==> src/rtl/inst_decode.sv <==
// ---------------------------------------------------------------------------
// inst_decode
//   RV32I decode stage sitting directly behind instruction fetch. Each
//   accepted word is split into its register fields, its immediate is built
//   and sign-extended, and the op is classified. The decoded bundle sits in
//   an output register. A single skid entry behind it lets the stage keep
//   accepting at full rate even though dec_ready_o never depends
//   combinationally on dec_ready_i. A flush drops every buffered word.
//
//   Optional feature macro: DECODE_ILLEGAL_EN
//     defined   : bad funct3/funct7 encodings are also flagged illegal
//                 (forced to opclass 15, all register fields 0, we 0).
//     undefined : only the opcode is checked and dec_illegal_o stays 0.
//
// Ports
//   clk_i, rst_n_i   clock (rising edge) / asynchronous active-low reset
//   dec_inst_i       instruction word from fetch
//   dec_pc_i         PC of dec_inst_i
//   dec_valid_i      fetch word valid
//   dec_ready_o      decode can accept (handshake = dec_valid_i & dec_ready_o)
//   dec_flush_i      discard all buffered words
//   dec_valid_o      decoded bundle valid
//   dec_ready_i      execute accepts the bundle
//   dec_pc_o         PC of the bundle
//   dec_opclass_o    0 LUI,1 AUIPC,2 JAL,3 JALR,4 BRANCH,5 LOAD,6 STORE,
//                    7 OPIMM,8 OP,9 FENCE,10 SYSTEM,15 ILLEGAL
//   dec_rd_o         destination register, 0 when unused
//   dec_rs1_o        source 1, 0 when unused
//   dec_rs2_o        source 2, 0 when unused
//   dec_funct3_o     inst[14:12]
//   dec_funct7b5_o   inst[30] for OP/OPIMM, else 0
//   dec_imm_o        sign-extended immediate
//   dec_we_o         bundle writes rd (never for rd == x0)
//   dec_illegal_o    illegal instruction flag
// ---------------------------------------------------------------------------
module inst_decode #(
  parameter int XLEN  = 32,
  parameter int OPC_W = 4
) (
  input  logic             clk_i,
  input  logic             rst_n_i,
  input  logic [31:0]      dec_inst_i,
  input  logic [XLEN-1:0]  dec_pc_i,
  input  logic             dec_valid_i,
  output logic             dec_ready_o,
  input  logic             dec_flush_i,
  output logic             dec_valid_o,
  input  logic             dec_ready_i,
  output logic [XLEN-1:0]  dec_pc_o,
  output logic [OPC_W-1:0] dec_opclass_o,
  output logic [4:0]       dec_rd_o,
  output logic [4:0]       dec_rs1_o,
  output logic [4:0]       dec_rs2_o,
  output logic [2:0]       dec_funct3_o,
  output logic             dec_funct7b5_o,
  output logic [XLEN-1:0]  dec_imm_o,
  output logic             dec_we_o,
  output logic             dec_illegal_o
);

  // Major opcodes (inst[6:0], including the 2'b11 length bits).
  localparam logic [6:0] OPC_LUI    = 7'b0110111;
  localparam logic [6:0] OPC_AUIPC  = 7'b0010111;
  localparam logic [6:0] OPC_JAL    = 7'b1101111;
  localparam logic [6:0] OPC_JALR   = 7'b1100111;
  localparam logic [6:0] OPC_BRANCH = 7'b1100011;
  localparam logic [6:0] OPC_LOAD   = 7'b0000011;
  localparam logic [6:0] OPC_STORE  = 7'b0100011;
  localparam logic [6:0] OPC_OPIMM  = 7'b0010011;
  localparam logic [6:0] OPC_OP     = 7'b0110011;
  localparam logic [6:0] OPC_FENCE  = 7'b0001111;
  localparam logic [6:0] OPC_SYSTEM = 7'b1110011;

  localparam logic [OPC_W-1:0] OC_LUI     = OPC_W'(0);
  localparam logic [OPC_W-1:0] OC_AUIPC   = OPC_W'(1);
  localparam logic [OPC_W-1:0] OC_JAL     = OPC_W'(2);
  localparam logic [OPC_W-1:0] OC_JALR    = OPC_W'(3);
  localparam logic [OPC_W-1:0] OC_BRANCH  = OPC_W'(4);
  localparam logic [OPC_W-1:0] OC_LOAD    = OPC_W'(5);
  localparam logic [OPC_W-1:0] OC_STORE   = OPC_W'(6);
  localparam logic [OPC_W-1:0] OC_OPIMM   = OPC_W'(7);
  localparam logic [OPC_W-1:0] OC_OP      = OPC_W'(8);
  localparam logic [OPC_W-1:0] OC_FENCE   = OPC_W'(9);
  localparam logic [OPC_W-1:0] OC_SYSTEM  = OPC_W'(10);
  localparam logic [OPC_W-1:0] OC_ILLEGAL = OPC_W'(15);

  // Decoded bundle as held in the output register and the skid entry.
  typedef struct packed {
    logic [XLEN-1:0]  pc;
    logic [OPC_W-1:0] opclass;
    logic [4:0]       rd;
    logic [4:0]       rs1;
    logic [4:0]       rs2;
    logic [2:0]       funct3;
    logic             funct7b5;
    logic [XLEN-1:0]  imm;
    logic             we;
    logic             illegal;
  } dec_t;

  // Encoding chosen so that bit 0 is "output valid" and bit 1 is
  // "skid valid": both handshake outputs come straight off a flop.
  typedef enum logic [1:0] {
    ST_EMPTY = 2'b00,
    ST_MAIN  = 2'b01,
    ST_SKID  = 2'b11
  } state_e;

`ifdef DECODE_ILLEGAL_EN
  // Flags reserved funct3/funct7 encodings within otherwise known opcodes.
  function automatic logic funct_fields_bad(input logic [31:0] inst);
    logic [2:0] f3;
    logic [6:0] f7;
    logic       bad;
    f3  = inst[14:12];
    f7  = inst[31:25];
    bad = 1'b0;
    case (inst[6:0])
      OPC_OP: begin
        if (f7 == 7'h00) begin
          bad = 1'b0;
        end else if (f7 == 7'h20) begin
          // Only SUB and SRA use the alternate funct7.
          bad = !((f3 == 3'b000) || (f3 == 3'b101));
        end else begin
          bad = 1'b1;
        end
      end
      OPC_OPIMM: begin
        // Shift-immediates carry funct7 in imm[11:5]; other OPIMM ops do not.
        if (f3 == 3'b001) begin
          bad = (f7 != 7'h00);
        end else if (f3 == 3'b101) begin
          bad = (f7 != 7'h00) && (f7 != 7'h20);
        end else begin
          bad = 1'b0;
        end
      end
      OPC_LOAD:   bad = (f3 == 3'b011) || (f3 == 3'b110) || (f3 == 3'b111);
      OPC_STORE:  bad = (f3 > 3'b010);
      OPC_BRANCH: bad = (f3 == 3'b010) || (f3 == 3'b011);
      OPC_JALR:   bad = (f3 != 3'b000);
      default:    bad = 1'b0;
    endcase
    return bad;
  endfunction
`endif

  // Full combinational decode of one fetch word into a bundle.
  function automatic dec_t decode_word(input logic [31:0] inst,
                                       input logic [XLEN-1:0] pc);
    dec_t            d;
    logic [4:0]      rd_f;
    logic [4:0]      rs1_f;
    logic [4:0]      rs2_f;
    logic            bad;
    logic [XLEN-1:0] imm_i;
    logic [XLEN-1:0] imm_s;
    logic [XLEN-1:0] imm_b;
    logic [XLEN-1:0] imm_u;
    logic [XLEN-1:0] imm_j;

    rd_f  = inst[11:7];
    rs1_f = inst[19:15];
    rs2_f = inst[24:20];
    imm_i = {{20{inst[31]}}, inst[31:20]};
    imm_s = {{20{inst[31]}}, inst[31:25], inst[11:7]};
    imm_b = {{19{inst[31]}}, inst[31], inst[7], inst[30:25], inst[11:8], 1'b0};
    imm_u = {inst[31:12], 12'h000};
    imm_j = {{11{inst[31]}}, inst[31], inst[19:12], inst[20], inst[30:21], 1'b0};

    d        = '0;
    d.pc     = pc;
    d.funct3 = inst[14:12];

    case (inst[6:0])
      OPC_LUI: begin
        d.opclass = OC_LUI;
        d.rd      = rd_f;
        d.imm     = imm_u;
        d.we      = (rd_f != 5'd0);
      end
      OPC_AUIPC: begin
        d.opclass = OC_AUIPC;
        d.rd      = rd_f;
        d.imm     = imm_u;
        d.we      = (rd_f != 5'd0);
      end
      OPC_JAL: begin
        d.opclass = OC_JAL;
        d.rd      = rd_f;
        d.imm     = imm_j;
        d.we      = (rd_f != 5'd0);
      end
      OPC_JALR: begin
        d.opclass = OC_JALR;
        d.rd      = rd_f;
        d.rs1     = rs1_f;
        d.imm     = imm_i;
        d.we      = (rd_f != 5'd0);
      end
      OPC_BRANCH: begin
        d.opclass = OC_BRANCH;
        d.rs1     = rs1_f;
        d.rs2     = rs2_f;
        d.imm     = imm_b;
      end
      OPC_LOAD: begin
        d.opclass = OC_LOAD;
        d.rd      = rd_f;
        d.rs1     = rs1_f;
        d.imm     = imm_i;
        d.we      = (rd_f != 5'd0);
      end
      OPC_STORE: begin
        d.opclass = OC_STORE;
        d.rs1     = rs1_f;
        d.rs2     = rs2_f;
        d.imm     = imm_s;
      end
      OPC_OPIMM: begin
        d.opclass  = OC_OPIMM;
        d.rd       = rd_f;
        d.rs1      = rs1_f;
        d.imm      = imm_i;
        d.funct7b5 = inst[30];
        d.we       = (rd_f != 5'd0);
      end
      OPC_OP: begin
        d.opclass  = OC_OP;
        d.rd       = rd_f;
        d.rs1      = rs1_f;
        d.rs2      = rs2_f;
        d.funct7b5 = inst[30];
        d.we       = (rd_f != 5'd0);
      end
      // FENCE and SYSTEM keep their I-type register fields but no immediate.
      OPC_FENCE: begin
        d.opclass = OC_FENCE;
        d.rd      = rd_f;
        d.rs1     = rs1_f;
      end
      OPC_SYSTEM: begin
        d.opclass = OC_SYSTEM;
        d.rd      = rd_f;
        d.rs1     = rs1_f;
      end
      default: begin
        d.opclass = OC_ILLEGAL;
      end
    endcase

`ifdef DECODE_ILLEGAL_EN
    bad = funct_fields_bad(inst);
`else
    bad = 1'b0;
`endif

    // Anything illegal leaves nothing usable behind except PC and funct3.
    if ((d.opclass == OC_ILLEGAL) || bad) begin
      d.opclass  = OC_ILLEGAL;
      d.rd       = 5'd0;
      d.rs1      = 5'd0;
      d.rs2      = 5'd0;
      d.funct7b5 = 1'b0;
      d.imm      = '0;
      d.we       = 1'b0;
`ifdef DECODE_ILLEGAL_EN
      d.illegal  = 1'b1;
`else
      d.illegal  = 1'b0;
`endif
    end else begin
      d.illegal  = 1'b0;
    end
    return d;
  endfunction

  state_e state_q;
  state_e state_d;
  dec_t   main_q;
  dec_t   main_d;
  dec_t   skid_q;
  dec_t   skid_d;
  dec_t   dec_word_s;
  logic   accept_s;
  logic   take_s;

  assign dec_valid_o = state_q[0];
  assign dec_ready_o = ~state_q[1];
  assign accept_s    = dec_valid_i & dec_ready_o;
  assign take_s      = dec_valid_o & dec_ready_i;

  // Decode the incoming fetch word.
  always_comb begin
    dec_word_s = decode_word(dec_inst_i, dec_pc_i);
  end

  // Next-state and payload steering for the output register and skid entry.
  always_comb begin
    state_d = state_q;
    main_d  = main_q;
    skid_d  = skid_q;
    if (dec_flush_i) begin
      // Flush beats both the incoming handshake and the outgoing transfer.
      state_d = ST_EMPTY;
    end else begin
      case (state_q)
        ST_EMPTY: begin
          if (accept_s) begin
            main_d  = dec_word_s;
            state_d = ST_MAIN;
          end else begin
            state_d = ST_EMPTY;
          end
        end
        ST_MAIN: begin
          if (accept_s && (take_s || !dec_ready_i)) begin
            if (take_s) begin
              main_d  = dec_word_s;
              state_d = ST_MAIN;
            end else begin
              skid_d  = dec_word_s;
              state_d = ST_SKID;
            end
          end else if (take_s) begin
            state_d = ST_EMPTY;
          end else begin
            state_d = ST_MAIN;
          end
        end
        ST_SKID: begin
          // dec_ready_o is low here, so no new word can arrive.
          if (take_s) begin
            main_d  = skid_q;
            state_d = ST_MAIN;
          end else begin
            state_d = ST_SKID;
          end
        end
        default: begin
          state_d = ST_EMPTY;
        end
      endcase
    end
  end

  // State, output register and skid entry.
  always_ff @(posedge clk_i or negedge rst_n_i) begin
    if (!rst_n_i) begin
      state_q <= ST_EMPTY;
      main_q  <= '0;
      skid_q  <= '0;
    end else begin
      state_q <= state_d;
      main_q  <= main_d;
      skid_q  <= skid_d;
    end
  end

  assign dec_pc_o       = main_q.pc;
  assign dec_opclass_o  = main_q.opclass;
  assign dec_rd_o       = main_q.rd;
  assign dec_rs1_o      = main_q.rs1;
  assign dec_rs2_o      = main_q.rs2;
  assign dec_funct3_o   = main_q.funct3;
  assign dec_funct7b5_o = main_q.funct7b5;
  assign dec_imm_o      = main_q.imm;
  assign dec_we_o       = main_q.we;
  assign dec_illegal_o  = main_q.illegal;

endmodule

==> config.mk <==
export PLATFORM = sky130hd
export DESIGN_NAME = inst_decode
export DESIGN_NICKNAME = d
export VERILOG_FILES = /design/src/rtl/inst_decode.sv
export SDC_FILE = /design/constraint.sdc
export NUM_CORES = 1
export LEC_CHECK = 0
export ABC_AREA = 1
export BUFFER_PORTS_ARGS = -buffer_cell sky130_fd_sc_hd__buf_2
export CORE_UTILIZATION = 39
export CTS_CLUSTER_DIAMETER = 60
export CTS_CLUSTER_SIZE = 14
export DETAILED_ROUTE_END_ITERATION = 12
export HOLD_SLACK_MARGIN = 0.12
export SYNTH_ARGS = -nofsm -noshare
export SYNTH_HDL_FRONTEND = slang
export SYNTH_SLANG_ARGS = --single-unit
export TNS_END_PERCENT = 30
==> constraint.sdc <==
create_clock -name clk_i -period 2.76 [get_ports clk_i]
set_clock_uncertainty 0.1 [all_clocks]
set_input_delay 0.69 -clock clk_i [delete_from_list [all_inputs] [get_ports clk_i]]
set_output_delay 0.69 -clock clk_i [all_outputs]
set_load 0.01 [all_outputs]
==> flow_metrics.env <==
export IMPL_pwr_share_seq_pct=50.4
export IMPL_finalHoldViolations=0
export IMPL_cts_resized=0
export IMPL_worst_setup_path_type="in2reg"
export IMPL_synth_top_area_share_pct=53.65
export IMPL_worstMarginPinSlew_ps=925.7
export IMPL_crit_path_frequent_cell="nand2_1"
export IMPL_synth_edf_count=0
export IMPL_synthTopCellsByArea="dfrtp_1 54%, nand2_1 22%, nor2_1 6.4%"
export IMPL_fp_dieH_um=147.9
export IMPL_ys_warn_count=0
export IMPL_finalCriticalPeriod_ps=1843
export IMPL_cts_hold_buf=0
export IMPL_relSlewSlack_pct=38.20
export IMPL_switching_share_pct=27.67
export IMPL_wl_mm=21.66
export IMPL_synth_seq_cells=178
export IMPL_synth_cells=1073
export IMPL_path_clk_slew_ps=70
export IMPL_syn_to_final_growth_pct=18.52
export IMPL_ir_worst_vdd_mv=0.4389
export IMPL_cp_cell_sequence="buf_2 > inv_2 > nor2_8 > nand2_4 > nand3_1 > nand2_1 > nand2_1 > o21ai_0 > nand2_1"
export IMPL_io_buffers=158
export IMPL_place_ws_ps=579.5
export IMPL_pin_count=160
export IMPL_drv_cap=0
export IMPL_cts_path_max_buffers=2
export IMPL_cts_buffers=17
export IMPL_fin_ws_ps=917.2
export IMPL_ys_flop_type="dfrtp_1"
export IMPL_max_freq_mhz=542.7
export IMPL_setup_viol=0
export IMPL_leakage_nw=5.592
export IMPL_first_iter_violations=463
export IMPL_drive_gt1_share_pct=19.08
export IMPL_clkSinkCount=178
export IMPL_combPwrFrac_pct=14.3
export IMPL_p_clk_share_pct=35.3
export IMPL_grt_max_degree=127
export IMPL_die_area_um2=21870
export IMPL_syn_nets=1142
export IMPL_synthArstFlopShare_pct=100.0
export IMPL_critPathMaxFanout=12
export IMPL_clk_latency_ps=420
export IMPL_vias=7258
export IMPL_dr_pass1_iters=5
export IMPL_synth_top_area_cell="dfrtp_1"
export IMPL_fin_crit_sh_pct=66.77
export IMPL_tns_ps=0
export IMPL_core_area_um2=20960
export IMPL_p_int_w=0.004491
export IMPL_syn_avg_cell_area_um2=7.737
export IMPL_ys_seq_area_share_pct=53.65
export IMPL_yosysMostFrequentCell="nand2_1"
export IMPL_grt_pass1_vias=6770
export IMPL_p_switching_w=0.001718
export IMPL_cts_root_buffer_cell="clkbuf_16"
export IMPL_post_cts_buffers=0
export IMPL_vias_per_cell=4.881
export IMPL_hpwlAfterDp_mm=14.16
export IMPL_initial_core_util_pct=39.62
export IMPL_syn_area_um2=8302
export IMPL_wl_per_cell_um=14.57
export IMPL_cp_end_kind="flip-flop"
export IMPL_gp_congestion=0.8595
export IMPL_critPathArrivalTime_ps=2040
export IMPL_ys_types=27
export IMPL_drt_drc_violations_left=0
export IMPL_critPathLaunchType="input pin"
export IMPL_antenna_found_initial=1
export IMPL_htree_levels=4
export IMPL_grt_usage_pct=20.68
export IMPL_report_final_slew_viol_count=0
export IMPL_status="complete, no violations"
export IMPL_power_density_nw_per_um2=631.0
export IMPL_slowest_stage="nand2_1"
export IMPL_hold_class="in2async"
export IMPL_slowest_delay_ps=360
export IMPL_fin_nets=1269
export IMPL_dieWidth_um=147.9
export IMPL_cts_tree="built"
export IMPL_cp_required_ps=2960
export IMPL_grt_pass1_wl_mm=35.35
export IMPL_rsz0062_at_grt="false"
export IMPL_ant_nets=0
export IMPL_rows=53
export IMPL_grt_overflow=0
export IMPL_ys_top_cells_by_count="484 x nand2_1, 178 x dfrtp_1, 141 x nor2_1"
[per-stage QoR]
stage	std cells	cell area [um2]	power [W]	utilization, %	hold slack (ps)
after floorplan	1073	8302	0.003662	-	294.4
after CTS	1486	9837	0.006286	46.94	201.2
after global routing	1487	9839	0.006539	46.95	218.5
after detailed placement	1456	9314	0.004080	44.45	353.0
after global placement	1456	9314	0.004051	44.45	349.3
final	1487	9839	0.006209	46.95	177.3
[cells in the final DEF, fill, tap and decap left out, types with 10 or more instances in the layout]
| cell type | synthesis | routed |
|---|---|---|
| dfrtp_1 | 178 | 178 |
| clkbuf_16 | 0 | 17 |
| nor2_1 | 141 | 141 |
| nand2_1 | 484 | 483 |
| o21ai_1 | 27 | 27 |
| nand3_1 | 28 | 28 |
| nand4_1 | 11 | 11 |
| inv_2 | 10 | 10 |
| buf_2 | 27 | 157 |
| o21ai_0 | 22 | 22 |
| a21oi_1 | 13 | 13 |
| a31oi_1 | 46 | 46 |
| inv_1 | 22 | 22 |
[kinds of logic (layout without fill, tap and decap cells)]
kind of cell,after synthesis,count (layout),synth area share (%)
compound gates,112,112,7.566
buf+inv,95,233,5.109
flops,178,178,53.65
other cells,1,2,0.04517
simple gates,687,687,33.62
[sequential cells by signal, summed over array words and instances (netlist names)]
| signal | flops |
|---|---|
| dec_rs2_o | 5 |
| skid_q | 88 |
| dec_pc_o | 32 |
| dec_funct7b5_o | 1 |
| dec_imm_o | 32 |
| dec_rd_o | 5 |
| dec_opclass_o | 4 |
| dec_funct3_o | 3 |
| dec_rs1_o | 5 |
| state_q | 2 |
| dec_we_o | 1 |
[power by group through the flow]
| stage | clock network, W | logic, W | registers [W] |
|---|---|---|---|
| floorplan | 0 | 0.000444 | 0.00322 |
| global placement | 0 | 0.000883 | 0.00317 |
| detailed placement | 0 | 0.000904 | 0.00318 |
| CTS | 0.00225 | 0.000905 | 0.00313 |
| global route | 0.00235 | 0.00101 | 0.00317 |
| finish | 0.00219 | 0.000887 | 0.00313 |
[layer usage]
| metal | part of all wire (%) | GRT usage (%) | vias up | routed length [um] |
|---|---|---|---|---|
| met3 | 5.6 | 4.599 | 24 | 1204 |
| li1 | - | - | 3630 | - |
| met1 | 47 | 29.58 | 3425 | 10290 |
| met5 | 0 | 0 | - | 0 |
| met4 | 1.7 | 7.680 | 0 | 365 |
| met2 | 45 | 30.57 | 179 | 9806 |
[critical path: cells and delay by family]
| family | cells | cell delay, ps |
|---|---|---|
| AND/OR/NAND/NOR | 6 | 870 |
| buffers and inverters | 2 | 260 |
| AO/OA/AOI/OAI | 1 | 220 |
[area by class of cell]
class,count,area (um2)
multi-input combinational,800,3438
inverter,32,120.1
clock buffer,22,464.2
clock inverter,8,58.81
antenna,1,2.502
fill,2186,11120
timing repair buffer,171,957.2
sequential,178,4454
tap,275,344.1
[final timing paths]
path | depth (start not counted) | to | from | slack, ps
min in group clk_i | 2 | skid_q[37] | skid_q[37] | 370
hold / removal | 1 | dec_pc_o[6] | rst_n_i | 180
hold reg to reg | 2 | skid_q[37] | skid_q[37] | 370
max in group asynchronous | 2 | dec_imm_o[27] | rst_n_i | 1640
setup reg to reg | 5 | dec_imm_o[11] | state_q[0] | 980
setup / recovery | 9 | dec_imm_o[11] | dec_inst_i[6] | 920
(Power assumes the default switching activity.)
